<file path="src/rtl/mem_port_arbiter_pkg.sv">
// Shared memory-port types for the cache/memory arbiter slice.
package mem_port_arbiter_pkg;
    typedef logic [31:0] ADDR;
    typedef logic [63:0] MEM_BLOCK;
    typedef logic [3:0]  MEM_TAG;

    typedef enum logic [1:0] {
        BUS_NONE  = 2'h0,
        BUS_LOAD  = 2'h1,
        BUS_STORE = 2'h2
    } MEM_COMMAND;

    typedef enum logic {
        OWN_ICACHE = 1'b0,
        OWN_DCACHE = 1'b1
    } MEM_OWNER;

    localparam int DEF_NUM_MEM_TAGS = 15;
    localparam int DEF_STARVE_LIMIT = 4;
endpackage

</file>
<file path="src/rtl/mem_tag_table.sv">
// Ownership table for in-flight memory loads: allocate on accept, look up and free on response.
module mem_tag_table
    import mem_port_arbiter_pkg::*;
#(
    parameter int NUM_MEM_TAGS = DEF_NUM_MEM_TAGS
) (
    input  logic       clock,
    input  logic       reset,
    input  logic       alloc_en,
    input  MEM_TAG     alloc_tag,
    input  MEM_OWNER   alloc_owner,
    input  MEM_TAG     lookup_tag,
    output logic       lookup_hit,
    output MEM_OWNER   lookup_owner,
    output logic [3:0] count,
    output logic       error
);
    logic     valid [1:NUM_MEM_TAGS];
    MEM_OWNER owner [1:NUM_MEM_TAGS];
    logic     alloc_busy;
    logic     table_err;

    always_comb begin
        lookup_hit   = 1'b0;
        lookup_owner = OWN_ICACHE;
        alloc_busy   = 1'b0;
        for (int unsigned t = 1; t <= NUM_MEM_TAGS; t++) begin
            if (lookup_tag == MEM_TAG'(t) && valid[t]) begin
                lookup_hit   = 1'b1;
                lookup_owner = owner[t];
            end
            if (alloc_tag == MEM_TAG'(t) && valid[t])
                alloc_busy = 1'b1;
        end
        // A tag freed this cycle may be reallocated without counting as a clash
        if (lookup_hit && lookup_tag == alloc_tag)
            alloc_busy = 1'b0;
        table_err = (lookup_tag != '0 && !lookup_hit) || (alloc_en && alloc_busy);
    end

    always_ff @(posedge clock or negedge reset) begin
        if (!reset) begin
            for (int unsigned t = 1; t <= NUM_MEM_TAGS; t++) begin
                valid[t] <= 1'b0;
                owner[t] <= OWN_ICACHE;
            end
            count <= '0;
            error <= 1'b0;
        end else begin
            // Free is written before allocate so a same-tag allocate wins
            for (int unsigned t = 1; t <= NUM_MEM_TAGS; t++) begin
                if (lookup_hit && lookup_tag == MEM_TAG'(t))
                    valid[t] <= 1'b0;
                if (alloc_en && alloc_tag == MEM_TAG'(t)) begin
                    valid[t] <= 1'b1;
                    owner[t] <= alloc_owner;
                end
            end
            count <= count + 4'(alloc_en && !alloc_busy) - 4'(lookup_hit);
            if (table_err)
                error <= 1'b1;
        end
    end
endmodule

</file>
<file path="src/rtl/mem_port_arbiter.sv">
// Shares the processor-memory port between icache and dcache miss paths and routes tagged responses.
module mem_port_arbiter
    import mem_port_arbiter_pkg::*;
#(
    parameter int NUM_MEM_TAGS = DEF_NUM_MEM_TAGS,
    parameter int STARVE_LIMIT = DEF_STARVE_LIMIT
) (
    input  logic        clock,
    input  logic        reset,
    input  logic        i_req_valid,
    input  logic [31:0] i_req_addr,
    output logic        i_accept,
    output logic        i_resp_valid,
    output logic [3:0]  i_resp_tag,
    input  logic        d_req_valid,
    input  logic [1:0]  d_req_cmd,
    input  logic [31:0] d_req_addr,
    input  logic [63:0] d_req_data,
    output logic        d_accept,
    output logic        d_resp_valid,
    output logic [3:0]  d_resp_tag,
    output logic [3:0]  req_tag,
    output logic [63:0] resp_data,
    output logic [1:0]  proc2mem_command,
    output logic [31:0] proc2mem_addr,
    output logic [63:0] proc2mem_data,
    input  logic [3:0]  mem2proc_transaction_tag,
    input  logic [63:0] mem2proc_data,
    input  logic [3:0]  mem2proc_data_tag,
    output logic [3:0]  outstanding,
    output logic        tag_error
);
    localparam logic [3:0] LIMIT = 4'(STARVE_LIMIT);

    logic       [3:0] starve_cnt;
    logic             i_win, d_win, accepted, load_alloc, resp_hit;
    MEM_COMMAND       cmd;
    MEM_OWNER         alloc_owner, resp_owner;

    always_comb begin
        i_win         = i_req_valid && (!d_req_valid || starve_cnt >= LIMIT);
        d_win         = d_req_valid && !i_win;
        cmd           = BUS_NONE;
        proc2mem_addr = '0;
        proc2mem_data = '0;
        if (i_win) begin
            cmd           = BUS_LOAD;
            proc2mem_addr = i_req_addr;
        end else if (d_win) begin
            cmd           = MEM_COMMAND'(d_req_cmd);
            proc2mem_addr = d_req_addr;
            proc2mem_data = d_req_data;
        end
        proc2mem_command = cmd;
        accepted    = (i_win || d_win) && mem2proc_transaction_tag != '0;
        i_accept    = i_win && accepted;
        d_accept    = d_win && accepted;
        req_tag     = accepted ? mem2proc_transaction_tag : '0;
        load_alloc  = accepted && cmd == BUS_LOAD;
        alloc_owner = i_win ? OWN_ICACHE : OWN_DCACHE;

        i_resp_valid = resp_hit && resp_owner == OWN_ICACHE;
        d_resp_valid = resp_hit && resp_owner == OWN_DCACHE;
        i_resp_tag   = i_resp_valid ? mem2proc_data_tag : '0;
        d_resp_tag   = d_resp_valid ? mem2proc_data_tag : '0;
        resp_data    = mem2proc_data;
    end

    always_ff @(posedge clock or negedge reset) begin
        if (!reset)
            starve_cnt <= '0;
        else if (i_req_valid && !i_win)
            starve_cnt <= (starve_cnt == 4'hF) ? starve_cnt : starve_cnt + 4'd1;
        else
            starve_cnt <= '0;
    end

    mem_tag_table #(
        .NUM_MEM_TAGS(NUM_MEM_TAGS)
    ) u_tag_table (
        .clock        (clock),
        .reset        (reset),
        .alloc_en     (load_alloc),
        .alloc_tag    (mem2proc_transaction_tag),
        .alloc_owner  (alloc_owner),
        .lookup_tag   (mem2proc_data_tag),
        .lookup_hit   (resp_hit),
        .lookup_owner (resp_owner),
        .count        (outstanding),
        .error        (tag_error)
    );
endmodule

</file>
<file path="config.mk">
export PLATFORM = sky130hd
export DESIGN_NAME = mem_port_arbiter
export DESIGN_NICKNAME = d
export VERILOG_FILES = /design/src/rtl/mem_port_arbiter_pkg.sv /design/src/rtl/mem_tag_table.sv /design/src/rtl/mem_port_arbiter.sv
export SDC_FILE = /design/constraint.sdc
export NUM_CORES = 1
export LEC_CHECK = 0
export ABC_AREA = 1
export CAP_MARGIN = 20
export CORE_AREA = 3 3 149 151
export CTS_BUF_LIST = sky130_fd_sc_hd__clkbuf_8 sky130_fd_sc_hd__clkbuf_16
export DETAILED_ROUTE_END_ITERATION = 8
export DIE_AREA = 0 0 152 154
export GPL_TIMING_DRIVEN = 0
export SYNTH_ARGS = -nofsm -noshare
export SYNTH_HDL_FRONTEND = slang
export SYNTH_SLANG_ARGS = --single-unit
</file>
<file path="constraint.sdc">
create_clock -name clock -period 6.6 [get_ports clock]
set_clock_uncertainty 0.05 [all_clocks]
set_input_delay 0.99 -clock clock [delete_from_list [all_inputs] [get_ports clock]]
set_output_delay 0.99 -clock clock [all_outputs]
set_load 0.02 [all_outputs]
</file>
==> qor.txt, run 1 <==
final count of pins violating max slew: 0
Clock Sinks: 39
total power: 1.301 mW
Initial Util: 17.67%
Core Area: 0.02096 mm^2
outcome: completed
Num CTS Buffers: 5
Setup TNS: 0 ns
ratio of cells with drive above 1 in the final layout: 10.55%
Mapped Area: 0.003702 mm^2
Setup WS post-layout: 1.922 ns
vias in the first global route: 4902
CP Class: in2out
1st-iter DRT viols: 274
Antenna diodes: 0
Initial DRT Pass Iterations: 6
sequential share of power: 27.8%
CTS tree: done
global-route wire length before repair: 27570 um
Internal: 0.8284 mW
DP Wirelength: 16250 um
area post-placement: 0.007295 mm^2
DRC: 0
worst vdd rail ir drop: 0.0001052 V
Reg area: 975.9 um^2
Fmax: 0.2138 GHz
Final nets: 1159
crit end category: output pin
switching share of power: 36.31%
CP required: 5.56 ns
CP max FO: 5
Routed WL per cell: 15.10 um
Tmin final: 4.678 ns
startpoint type of the worst setup path: primary input
Synthesis Warnings: 0
die height: 154 um
P_sw: 0.4722 mW
Post-CTS Setup Bufs: 0
P_leak: 3.604 nW
HP Class: reg2reg
Vias: 4872
maximum clock path buffer count: 2
remaining antenna violation count: 0
crit share post-route: 70.88%
clock-pin transition on the worst setup and hold timing paths: 0.06 ns
Rows: 53
syn nets: 828
dpl ws: 1.921 ns
commonest non-fill, non-tap cell in the layout: clkdlybuf4s50_1
port bufs: 323
combinational share of power: 50.5%
post_cts resized: 0
Cells after Synth: 616
depth of the CTS H-tree: 2
clk_lat worst skew: 0.28 ns
Final Wtd Congestion: 0.8650
initial antenna violation count: 1
Distinct cells, synth: 33
Vias/cell: 3.984
largest net degree at the start of global routing: 25
post-synthesis sequential area ratio: 26.36%
synthesized area per cell: 6.010 um^2
Final Hold Fails: 0
final instance area: 0.007468 mm^2
clock share of power: 21.7%
Pwr Density: 174.1 mW/mm^2
RSZ-0062 raised after global routing: no
clock root buffer: clkbuf_16
Multi-input gate area: 0.001699 mm^2
hold buffer count at cts: 0
WL final: 18470 um
worst slew pin tran: 0.9565 ns
#FFs+latches synth: 39
Syn-to-layout area delta: 101.7%
IO Pins: 389
maximum capacitance violations: 0
gr ovfl total: 0
most frequent cells in the layout: 322 x clkdlybuf4s50_1, 137 x nand2_1, 116 x inv_1, 103 x nor2_1, 65 x buf_4
Worst slew margin: 36.23%
Filler Cell Count: 2284
Total GRT Usage: 14.83%
Finish-stage setup viols: 0
Die W: 152 um
Arr. time, crit path: 3.64 ns
Die Area: 0.02341 mm^2
critical path, stage by stage:
cell and delay (ns):
clkdlybuf4s50_1 0.55, inv_1 0.12, nor2_2 0.22, nand3_1 0.21, or2_0 0.24, nand2_1 0.10, nand3_1 0.07, nand2_1 0.10
nand3_2 0.07, nand2_2 0.08, nand3_2 0.13, nor2_1 0.14, clkdlybuf4s50_1 0.62
registers in the layout (all words and copies together), names as in the netlist:
register           cells
u_tag_table.owner     15
u_tag_table.count      4
u_tag_table.valid     15
starve_cnt             4
u_tag_table.error      1
area by class of cell:
cell class                      count  share of cell area (%)
Sequential cell                    39                   13.07
Timing Repair Buffer              324                   43.49
Clock buffer                        6                   1.860
Multi-Input combinational cell    371                   22.75
Tap cell                          275                   4.607
Buffer                             84                   7.623
Clock inverter                      2                  0.4691
Inverter                          122                   6.132
path summary, 6_finish.rpt:
kind	from	endpoint	slack, ns	cells past startpoint
worst min-delay path	starve_cnt[0]	starve_cnt[0]	0.39	1
max in group asynchronous	reset	u_tag_table.count[3]	5.43	2
worst max-delay path	mem2proc_data_tag[3]	i_resp_tag[2]	1.92	13
min in group asynchronous	reset	u_tag_table.valid[1]	0.60	1
worst max register to register	u_tag_table.valid[3]	u_tag_table.count[2]	4.12	10
worst min register to register	starve_cnt[0]	starve_cnt[0]	0.39	1
logic make-up after synthesis:
family	after synthesis	synth area share, %
other	1	0.1013
adders and majority gates	6	2.231
buffers and inverters	206	27.75
DFF	39	26.36
xor gates and xnor gates	7	1.656
AOI/OAI and AO/OA	38	5.712
and+or+nand+nor	319	36.20
routing by layer:
layer | track usage, % | wire, um | up-vias
li1 | - | - | 2448
met1 | 18.71 | 7747 | 2151
met2 | 25.11 | 8789 | 251
met3 | 4.531 | 1669 | 20
met4 | 3.082 | 259 | 2
met5 | 0 | 7 | -
metrics by stage:
step                utilization (%)  hold WS [ns]  std cells
floorplan                         -        0.3650        616
global placement              34.74        0.3774       1214
detailed placement            34.81        0.3794       1215
CTS                           35.64        0.3872       1223
global route                  35.64        0.4283       1223
finish                        35.64        0.3907       1223
power by group through the flow:
stage                     sequential (mW)  combinational, mW  clock (mW)
after floorplan                     0.369              0.328           0
after global placement              0.364              0.655           0
after detailed placement            0.364              0.664           0
after CTS                           0.361              0.666       0.289
after global routing                0.371              0.720       0.299
final                               0.361              0.657       0.283
cells in the mapped netlist:
cell	number	area, um^2
or2_0	1	6.260
fa_1	1	20.02
nand4_1	8	50.05
conb_1	1	3.750
o21ai_0	26	130.1
o22ai_1	1	6.260
clkbuf_1	11	41.29
or2_2	2	12.51
inv_1	116	435.4
inv_2	6	22.52
buf_2	8	40.04
nand3_2	2	20.02
ha_1	5	62.56
xor2_1	2	17.52
nand2_2	2	12.51
nor2_1	103	386.6
nand2_1	137	514.2
xnor2_1	5	43.79
o31ai_1	1	7.510
nor2_2	3	18.77
dfrtp_1	39	975.9
a21oi_1	4	20.02
nor3_1	10	50.05
nand3_1	47	235.2
nor4_1	1	6.260
nor3_2	2	20.02
a22o_1	1	8.760
o21ai_1	1	5.000
a2111oi_0	1	8.760
nor3b_1	1	7.510
o21bai_1	1	7.510
buf_4	65	488.0
a221oi_1	2	17.52
No activity file was read; power rests on OpenSTA's default activity.
==> inputs of run 2 (changes only) <==
Clock period 6.6 ns to 3.8 ns, I/O delays scaled along.
==> run 2 against run 1 <==
  * Non-clock buffer count up 1
  * Die area unchanged
  * Wire length about the same
  * Power up 73%
==> qor.txt, run 2 (synthesized netlist as in run 1, its figures left out) <==
Routed WL per cell: 15.10 um (about the same)
clock root buffer: clkbuf_16
initial antenna violation count: 1 (unchanged)
Worst slew margin: 37.77% (+1.5 points)
worst reg2reg path startpoint: u_tag_table.valid[3]
worst slew pin tran: 0.9335 ns (-0.02302 ns)
maximum clock path buffer count: 2 (unchanged)
vias in the first global route: 4916 (+0.29%)
Initial DRT Pass Iterations: 6 (unchanged)
Filler Cell Count: 2278 (-0.26%)
Setup TNS: 0 ns (unchanged)
worst vdd rail ir drop: 0.0001863 V (+77%)
Final nets: 1160 (+0.086%)
IO Pins: 389 (unchanged)
Core Area: 0.02096 mm^2 (unchanged)
Initial Util: 17.67% (unchanged)
Antenna diodes: 0 (unchanged)
maximum capacitance violations: 0 (unchanged)
startpoint type of the worst setup path: primary input
port bufs: 323 (unchanged)
flop2flop setup slack: 1.29 ns (-2.83 ns)
CP max FO: 5 (unchanged)
depth of the CTS H-tree: 2 (unchanged)
Top delay family on crit path: simple AND/OR/NAND/NOR gates
Fmax: 0.2826 GHz
commonest non-fill, non-tap cell in the layout: clkdlybuf4s50_1
ratio of cells with drive above 1 in the final layout: 11.06% (+0.52 points)
Die W: 152 um (unchanged)
Crit path depth: 12 (-1)
P_leak: 3.691 nW (+2.4%)
DP Wirelength: 16250 um (unchanged)
final count of pins violating max slew: 0 (unchanged)
global-route wire length before repair: 27600 um (+0.10%)
clk_lat worst skew: 0.28 ns (about the same)
Rows: 53 (unchanged)
Final Wtd Congestion: 0.8650 (unchanged)
most frequent cells in the layout: 311 x clkdlybuf4s50_1, 137 x nand2_1, 116 x inv_1, 102 x nor2_1, 66 x buf_4
Die Area: 0.02341 mm^2 (unchanged)
gr ovfl total: 0 (unchanged)
crit path from: mem2proc_data_tag[0]
Tmin final: 3.538 ns
crit share post-route: 93.12%
reg2reg end: u_tag_table.count[2]
crit-path max cell delay: 0.52 ns (-0.10 ns)
Arr. time, crit path: 2.92 ns (-0.72 ns)
Clock Sinks: 39 (unchanged)
Syn-to-layout area delta: 102.3%
clock-pin transition on the worst setup and hold timing paths: 0.06 ns (about the same)
Finish-stage setup viols: 0 (unchanged)
WL final: 18490 um (about the same)
CTS tree: done
crit end category: output pin
Total GRT Usage: 14.84% (about the same)
top flop regs: u_tag_table.owner (15), u_tag_table.valid (15)
Vias/cell: 3.971 (-0.31%)
largest net degree at the start of global routing: 25 (unchanged)
HP Class: in2async
CP bufs+invs: 2 (-1)
worst setup path endpoint: i_resp_tag[2]
die height: 154 um (unchanged)
1st-iter DRT viols: 289 (+5.5%)
CP required: 3.18 ns (-2.38 ns)
Num CTS Buffers: 5 (unchanged)
CP Class: in2out
Vias: 4861 (-0.23%)
Pwr Density: 301.2 mW/mm^2 (+73%)
RSZ-0062 raised after global routing: no
remaining antenna violation count: 0 (unchanged)
Final Hold Fails: 0 (unchanged)
post-layout util: 35.74% (+0.095 points)
slowest cell on the critical path: clkdlybuf4s50_1
DRC: 0 (unchanged)
R2R cell count: 11 (+1)
CP Cell Sequence: clkdlybuf4s50_1 -> nor2_1 -> nand3_1 -> or2_0 -> nand2_1 -> nand3_1 -> nand2_1 -> nand3_2 -> nand2_2 -> nand3_2 -> nor2_1 -> dlygate4sd2_1
outcome: completed
-- run 2: worst min path at each step --
stage,from,cells after the start,to,slack [ns]
after floorplan,reset,0,starve_cnt[0],0.22
after global placement,starve_cnt[0],1,starve_cnt[0],0.38
after detailed placement,starve_cnt[0],1,starve_cnt[0],0.38
after CTS,reset,1,u_tag_table.valid[1],0.19
after global routing,reset,1,u_tag_table.valid[12],0.21
final,reset,1,u_tag_table.valid[1],0.17
-- run 2: per-layer routing --
metal	vias to the layer above	GRT usage, %	wire, um
li1	2450	-	-
met2	261	25.15	8774
met3	22	4.531	1665
met1	2126	18.71	7777
met4	2	3.082	263
met5	-	0	7
-- run 2: area by class of cell --
cell class	instances	area, um^2	share of cell area, %
multi-input cells	371	1712	22.86
clock inverters	2	35.03	0.4678
clock buffers	6	138.9	1.855
flip-flops and latches	39	975.9	13.03
inverters	122	457.9	6.115
well taps	275	344.1	4.595
plain buffers	84	571.8	7.636
repair buffers	325	3253	43.44
-- run 2: worst register-to-register path, stage by stage, from the launching register on --
cell and delay, ns:
dfrtp_1 0.40, nand3_1 0.11, inv_1 0.06, nor4_1 0.31, nand4_1 0.23, buf_4 0.20, ha_1 0.26, inv_1 0.05
ha_1 0.13, inv_1 0.06, fa_1 0.40, xnor2_1 0.13
-- run 2: report_power, final --
part	total (mW)	internal, mW	switching, mW
clock network	0.493	0.326	0.166
logic	1.14	0.564	0.573
registers	0.626	0.543	0.0826
-- run 2: per-stage QoR --
step | hold WS (ns) | cells | setup WS [ns] | instance area, um^2 | total power, mW
detailed placement | 0.3794 | 1215 | -0.03930 | 7295 | 1.785
finish | 0.1703 | 1224 | 0.2616 | 7488 | 2.256
floorplan | 0.2244 | 616 | 1.274 | 3702 | 1.212
global placement | 0.3774 | 1214 | -0.05183 | 7279 | 1.769
CTS | 0.1857 | 1223 | 0.007642 | 7466 | 2.277
global route | 0.2079 | 1224 | 0.04332 | 7488 | 2.412
-- run 2: timing repair --
| action | CTS | global route |
|---|---|---|
| endpoints found under the setup margin | 8 | 39 |
| pin swaps | 0 | 1 |
| hold endpoints to repair | 0 | 0 |
| resized for setup | 10 | 8 |
| setup buffers | 0 | 1 |
| hold buffers | 0 | 0 |
